$ cat src/rtl/bnn_layer_engine.sv
// Binarised fully-connected layer engine.
// Evaluates LANES neurons per pass with XNOR-popcount-threshold, reading
// activations and weight words through a shared memory port that is
// otherwise owned by the off-chip loader.
//
// Handshake: start is a one-cycle request, accepted only while idle with
// load_mode=0 and no done pulse showing. busy is high from the cycle after
// acceptance until the final write has been issued. done is a one-cycle pulse
// with busy already low, and a start seen in that same cycle is ignored. Any
// other start is dropped silently.
module bnn_layer_engine #(
  parameter int LANES       = 4,
  parameter int MAX_IN      = 1024,
  parameter int MAX_OUT     = 256,
  parameter int W_ADDR_LEN  = 20,
  parameter int X_ADDR_LEN  = 10,
  parameter int SEL_LEN     = 2,
  parameter int COMPUTE_SEL = 0
) (
  input  logic                           clk,
  input  logic                           rst,
  input  logic                           load_mode,
  input  logic                           start,
  input  logic [$clog2(MAX_IN+1)-1:0]    cfg_n_in,
  input  logic [$clog2(MAX_OUT+1)-1:0]   cfg_n_out,
  input  logic [$clog2(MAX_IN+1)-1:0]    cfg_thresh,
  input  logic [X_ADDR_LEN-1:0]          cfg_x_in_base,
  input  logic [X_ADDR_LEN-1:0]          cfg_x_out_base,
  input  logic                           oc_w_we,
  input  logic                           oc_x_we,
  input  logic [W_ADDR_LEN-1:0]          oc_w_addr,
  input  logic [X_ADDR_LEN-1:0]          oc_x_addr,
  input  logic [SEL_LEN-1:0]             oc_w_sel,
  input  logic [SEL_LEN-1:0]             oc_x_sel,
  input  logic                           oc_wdata,
  output logic                           mem_w_we,
  output logic                           mem_x_we,
  output logic [W_ADDR_LEN-1:0]          mem_w_addr,
  output logic [X_ADDR_LEN-1:0]          mem_x_addr,
  output logic [SEL_LEN-1:0]             mem_w_sel,
  output logic [SEL_LEN-1:0]             mem_x_sel,
  output logic                           mem_wdata,
  input  logic [LANES-1:0]               mem_w_rdata,
  input  logic                           mem_x_rdata,
  output logic                           busy,
  output logic                           done,
  output logic                           oc_reject,
  output logic [1:0]                     dbg_state
);

  localparam int NI_W = $clog2(MAX_IN + 1);
  localparam int NO_W = $clog2(MAX_OUT + 1);
  localparam int LW   = (LANES > 1) ? $clog2(LANES) : 1;
  // Neuron index width with headroom for base + LANES past n_out.
  localparam int K_W  = NO_W + LW + 1;

  typedef enum logic [1:0] {IDLE, ACCUM, WRITE, FIN} state_t;

  state_t                  state_q, state_d;
  logic [NI_W-1:0]         n_in_q, n_in_d;
  logic [NO_W-1:0]         n_out_q, n_out_d;
  logic [NI_W-1:0]         thresh_q, thresh_d;
  logic [X_ADDR_LEN-1:0]   x_in_base_q, x_in_base_d;
  logic [X_ADDR_LEN-1:0]   x_out_base_q, x_out_base_d;
  logic [NI_W-1:0]         i_q, i_d;
  logic [LW-1:0]           lane_q, lane_d;
  // First neuron of the current group and first weight address of the
  // group; both advance by a constant step so no multiplier is needed.
  logic [K_W-1:0]          k_base_q, k_base_d;
  logic [W_ADDR_LEN-1:0]   w_base_q, w_base_d;
  logic [NI_W-1:0]         acc_q [LANES];
  logic [NI_W-1:0]         acc_d [LANES];
  logic                    busy_q, busy_d;
  logic                    done_q, done_d;

  logic [NI_W-1:0]         n_in_sat;
  logic [NO_W-1:0]         n_out_sat;
  logic                    start_ok;
  logic [K_W-1:0]          k_cur;
  logic                    lane_live;
  logic                    last_in;
  logic                    last_lane;
  logic                    more_groups;
  logic [LANES-1:0]        match;

  assign busy      = busy_q;
  assign done      = done_q;
  assign dbg_state = state_q;
  assign oc_reject = busy_q & load_mode & (oc_w_we | oc_x_we);

  // Shared decode terms for the sequencer and the memory mux.
  always_comb begin
    n_in_sat    = (cfg_n_in > NI_W'(MAX_IN)) ? NI_W'(MAX_IN) : cfg_n_in;
    n_out_sat   = (cfg_n_out > NO_W'(MAX_OUT)) ? NO_W'(MAX_OUT) : cfg_n_out;
    // done_q marks the closing cycle of a layer, which must not restart it.
    start_ok    = (state_q == IDLE) && start && !load_mode && !done_q;
    k_cur       = k_base_q + K_W'(lane_q);
    lane_live   = k_cur < K_W'(n_out_q);
    last_in     = (i_q == n_in_q - NI_W'(1));
    last_lane   = (lane_q == LW'(LANES - 1));
    more_groups = (k_base_q + K_W'(LANES)) < K_W'(n_out_q);
    match       = ~({LANES{mem_x_rdata}} ^ mem_w_rdata);
  end

  // Memory port ownership: off-chip when idle in load mode, engine otherwise.
  always_comb begin
    mem_w_we   = 1'b0;
    mem_x_we   = 1'b0;
    mem_w_addr = '0;
    mem_x_addr = '0;
    mem_w_sel  = '0;
    mem_x_sel  = '0;
    mem_wdata  = 1'b0;
    if (state_q == IDLE) begin
      if (load_mode) begin
        mem_w_we   = oc_w_we & rst;
        mem_x_we   = oc_x_we & rst;
        mem_w_addr = oc_w_addr;
        mem_x_addr = oc_x_addr;
        mem_w_sel  = oc_w_sel;
        mem_x_sel  = oc_x_sel;
        mem_wdata  = oc_wdata;
      end
    end else begin
      mem_w_sel  = SEL_LEN'(COMPUTE_SEL);
      mem_x_sel  = SEL_LEN'(COMPUTE_SEL);
      mem_w_addr = w_base_q + W_ADDR_LEN'(i_q);
      if (state_q == WRITE) begin
        mem_x_addr = x_out_base_q + X_ADDR_LEN'(k_cur);
        mem_x_we   = lane_live;
        mem_wdata  = lane_live && (acc_q[lane_q] >= thresh_q);
      end else begin
        mem_x_addr = x_in_base_q + X_ADDR_LEN'(i_q);
      end
    end
  end

  // Layer sequencer: next-state, counters and accumulators.
  always_comb begin
    state_d      = state_q;
    n_in_d       = n_in_q;
    n_out_d      = n_out_q;
    thresh_d     = thresh_q;
    x_in_base_d  = x_in_base_q;
    x_out_base_d = x_out_base_q;
    i_d          = i_q;
    lane_d       = lane_q;
    k_base_d     = k_base_q;
    w_base_d     = w_base_q;
    acc_d        = acc_q;
    done_d       = (state_q == FIN);
    busy_d       = (state_q == ACCUM) || (state_q == WRITE);
    unique case (state_q)
      IDLE: begin
        if (start_ok) begin
          n_in_d       = n_in_sat;
          n_out_d      = n_out_sat;
          thresh_d     = cfg_thresh;
          x_in_base_d  = cfg_x_in_base;
          x_out_base_d = cfg_x_out_base;
          i_d          = '0;
          lane_d       = '0;
          k_base_d     = '0;
          w_base_d     = '0;
          for (int l = 0; l < LANES; l++) acc_d[l] = '0;
          state_d = ((n_in_sat == '0) || (n_out_sat == '0)) ? FIN : ACCUM;
        end
      end
      ACCUM: begin
        for (int l = 0; l < LANES; l++) acc_d[l] = acc_q[l] + NI_W'(match[l]);
        if (last_in) begin
          i_d     = '0;
          lane_d  = '0;
          state_d = WRITE;
        end else begin
          i_d = i_q + NI_W'(1);
        end
      end
      WRITE: begin
        if (last_lane) begin
          lane_d = '0;
          for (int l = 0; l < LANES; l++) acc_d[l] = '0;
          if (more_groups) begin
            k_base_d = k_base_q + K_W'(LANES);
            w_base_d = w_base_q + W_ADDR_LEN'(n_in_q);
            state_d  = ACCUM;
          end else begin
            state_d = FIN;
          end
        end else begin
          lane_d = lane_q + LW'(1);
        end
      end
      FIN:     state_d = IDLE;
      default: state_d = IDLE;
    endcase
  end

  // State registers; reset aborts any layer in flight.
  always_ff @(posedge clk or negedge rst) begin
    if (!rst) begin
      state_q      <= IDLE;
      n_in_q       <= '0;
      n_out_q      <= '0;
      thresh_q     <= '0;
      x_in_base_q  <= '0;
      x_out_base_q <= '0;
      i_q          <= '0;
      lane_q       <= '0;
      k_base_q     <= '0;
      w_base_q     <= '0;
      for (int l = 0; l < LANES; l++) acc_q[l] <= '0;
      busy_q       <= 1'b0;
      done_q       <= 1'b0;
    end else begin
      state_q      <= state_d;
      n_in_q       <= n_in_d;
      n_out_q      <= n_out_d;
      thresh_q     <= thresh_d;
      x_in_base_q  <= x_in_base_d;
      x_out_base_q <= x_out_base_d;
      i_q          <= i_d;
      lane_q       <= lane_d;
      k_base_q     <= k_base_d;
      w_base_q     <= w_base_d;
      for (int l = 0; l < LANES; l++) acc_q[l] <= acc_d[l];
      busy_q       <= busy_d;
      done_q       <= done_d;
    end
  end

endmodule

$ cat config.mk
export PLATFORM = sky130hd
export DESIGN_NAME = bnn_layer_engine
export DESIGN_NICKNAME = d
export VERILOG_FILES = /design/src/rtl/bnn_layer_engine.sv
export SDC_FILE = /design/constraint.sdc
export NUM_CORES = 1
export LEC_CHECK = 0
export BUFFER_PORTS_ARGS = -buffer_cell sky130_fd_sc_hd__clkbuf_2
export CAP_MARGIN = 20
export CORE_UTILIZATION = 50
export DETAILED_ROUTE_END_ITERATION = 6
export GPL_TIMING_DRIVEN = 1
export PLACE_DENSITY_LB_ADDON = 0.08
export SLEW_MARGIN = 25
export SYNTH_ARGS = -nofsm -noshare
export SYNTH_HDL_FRONTEND = slang
export SYNTH_SLANG_ARGS = --single-unit
$ cat constraint.sdc
create_clock -name clk -period 4 [get_ports clk]
set_clock_uncertainty 0.2 [all_clocks]
set_input_delay 0.2 -clock clk [delete_from_list [all_inputs] [get_ports clk]]
set_output_delay 0.2 -clock clk [all_outputs]
set_load 0.005 [all_outputs]
==> impl_metrics.toml <==
[worst_setup_path]
worstPathRequired_ns = 3.60
crit_path_start = "i_q[0]$_DFFE_PN0P_"
cp.arrival_ns = 3.31
path_cells = "ha_1 -> inv_1 -> fa_1 -> nor2b_1 -> o2111ai_1 -> and3_1 -> o311ai_0 -> buf_4 -> nand3_1 -> xor2_1 -> o21ai_0 -> clkbuf_2"
start_kind = "flip-flop"
endpoint_kind = "primary output"
path_class = "reg2out"
timing.rr.end = "w_base_q[18]$_DFFE_PN0P_"
cpPeakStageDelay_ns = 0.48
regToRegStartpoint = "k_base_q[2]$_DFFE_PN0P_"
crit_fanout = 6
critPathSlowestCell = "dfrtp_1"
regToRegSetupSlack_ns = 0.32
reg2reg_depth = 12

[global_route]
antenna_found_initial = 0
grt_start_max_net_pins = 64
grtUsageTotal = 0.288
overflow = 0
first_global_vias = 8725
grt_pass1_wl_mm = 45.2

[run_status]
status = "finished, final reports clean"

[finish]
area_growth_pct = 21.5
mostFrequentLayoutCells = "213 x nand2_1, 142 x dfrtp_1, 137 x clkbuf_2, 96 x o21ai_0, 82 x ha_1"
final_common_cell = "nand2_1"
fin_nets = 1508
fillers = 1728
utilization = 0.620
drive_above_1_share = 0.163
n_antenna_cell = 0

[die]
die_y_um = 143
die_area_sq_mm = 0.0205
num_io_pins = 139
fp-row-count = 51
initial_core_util = 0.511
die_w_um = 143
core_sq_mm = 0.0195

[sta]
min_period_ns = 3.71
hold_viol = 0
hold-worst-slack_ns = 0.0264
max_freq_mhz = 269
slew_headroom = 0.440
setup_tns_ns = 0
rsz0062_at_grt = "no"
worstMarginPinSlew_ns = 0.840
drv_slew = 0
setup_viol = 0
post-route-period-util = 0.928

[detailed_routing]
dr.pass1.iters = 5
via_per_inst = 5.61
initialDrtViolationCount = 386
detail-route-antenna-nets = 0
wl_mm = 27.8
post-route-drc-count = 0
wl_per_cell_um = 17.4
vias = 8981

[pwr]
p_leak_nw = 5.93
power.density_mw_per_mm2 = 562
p_total_mw = 6.81
vdd_drop_max_v = 0.000317

[logic_synthesis]
synth_area_per_cell_sq_um = 8.75
synthesis.nets = 1323
syn_inst = 1140
yosys_warnings = 0
netlist.top_cell.by_area = "dfrtp_1"
synth_edf_count = 0
synth_area_sq_mm = 0.00997
synth_seq_cells = 142
ys_seq_area_frac = 0.356
ys.flop_type = "dfrtp_1"
netlist_top_cells_area = "dfrtp_1 36%, ha_1 10%, nand2_1 8.0%"
async_reset_ff_frac = 1.00
yosysUniqueCellTypes = 71
synth_top_area_frac = 0.356

[min_path]
min_path_cells = 5
min_from = "mem_w_rdata[2]"
hp-class = "in2reg"
hold_path_end = "acc_q[11]$_DFFE_PN0P_"

[clocking]
clkLatencyLatePin_ns = 0.43
htree_levels = 4
cts_sinks = 142
cts_buffers = 17
cts_tree = "done"
root_buffer = "clkbuf_16"
path_clk_slew_ns = 0.06
cts_buffer_depth = 2
cts_resized = 0

[place]
place_congestion = 0.871
dp_hpwl_mm = 20.7
port_buffers = 138

[job]
drv_cap = 0
==> cells in the mapped netlist, types with 3 or more instances <==
| library cell | count |
|---|---|
| nor3_1 | 14 |
| xor2_1 | 47 |
| nor4_1 | 8 |
| a311oi_1 | 5 |
| mux2i_1 | 10 |
| dfrtp_1 | 142 |
| nand4_1 | 14 |
| and2_1 | 7 |
| a211oi_1 | 9 |
| a211o_1 | 3 |
| nand3b_1 | 11 |
| o21a_1 | 5 |
| ha_1 | 82 |
| and3_1 | 32 |
| a22o_1 | 22 |
| nand2b_1 | 11 |
| xnor2_1 | 39 |
| mux2_2 | 3 |
| clkbuf_1 | 41 |
| fa_1 | 4 |
| nor2b_1 | 16 |
| nand3_1 | 41 |
| mux4_2 | 11 |
| o21ai_0 | 96 |
| or2_2 | 4 |
| o211ai_1 | 6 |
| o21bai_1 | 5 |
| o21ai_1 | 3 |
| or4_1 | 4 |
| nor2_1 | 52 |
| a31oi_1 | 6 |
| inv_1 | 44 |
| a21oi_1 | 48 |
| or3_1 | 19 |
| a21o_1 | 11 |
| o31ai_1 | 8 |
| o31a_1 | 3 |
| nand2_1 | 213 |
==> critical path: cells and delay by family (launching register included) <==
family                   cells  cell delay [ns]
AO/OA/AOI/OAI                3             0.65
adder cells (fa/ha/maj)      2             0.68
buffers and inverters        3             0.41
XOR/XNOR                     1             0.18
AND/OR/NAND/NOR              3             0.48
flip-flops                   1             0.48
==> kinds of logic (layout without fill, tap and decap cells) <==
logic type	Yosys count	in the layout	synth area share
simple gates	460	460	0.221
compound gates	248	248	0.157
flops	142	142	0.356
buf+inv	92	289	0.0380
fa+ha+maj	86	86	0.111
xor+xnor	86	86	0.0755
mux	26	26	0.0409
==> repair_timing <==
action	CTS	global route
buffers inserted	0	0
hold buffers	58	0
endpoints found under the hold margin	110	0
==> flip-flops by register name, indices dropped and copies added (netlist names), 9 cells and up <==
name          flops
acc_q            44
i_q              11
k_base_q         10
n_in_q           11
n_out_q           9
thresh_q         11
w_base_q         20
x_in_base_q      10
x_out_base_q     10
==> final cells by class <==
class	count	area, sq um	area share
Tap cell	265	332	0.0274
Clock inverter	12	161	0.0133
Inverter	44	165	0.0136
Clock buffer	19	433	0.0357
Multi-Input combinational cell	906	6050	0.500
Sequential cell	142	3550	0.293
Timing Repair Buffer	214	1410	0.117
==> how the worst max path moves through the flow <==
stage                                to
2_1_floorplan  w_base_q[12]$_DFFE_PN0P_
3_3_place_gp   w_base_q[18]$_DFFE_PN0P_
3_5_place_dp   w_base_q[18]$_DFFE_PN0P_
4_1_cts                  mem_w_addr[18]
5_1_grt        w_base_q[18]$_DFFE_PN0P_
6_report                 mem_w_addr[18]
==> metrics by stage <==
| step | std cells | worst slack (ns) | cell area, sq um |
|---|---|---|---|
| 6_report | 1602 | 0.286 | 12100 |
| 5_1_grt | 1602 | 0.0164 | 12100 |
| 4_1_cts | 1602 | 0.242 | 12100 |
| 3_5_place_dp | 1513 | 0.366 | 10900 |
| 3_3_place_gp | 1513 | 0.462 | 10900 |
| 2_1_floorplan | 1140 | 0.820 | 9970 |
==> where the power goes <==
part	switching, mW	internal [mW]
Combinational	1.80	1.27
Sequential	0.352	1.76
Clock	0.644	0.985
==> routing by layer <==
layer,vias to the layer above,global-route usage,share of wire
met1,4323,0.356,0.43
met5,-,0,0
li1,4413,-,-
met4,0,0.100,0.028
met2,202,0.510,0.50
met3,43,0.0446,0.037
No activity file was read; power rests on OpenSTA's default activity.
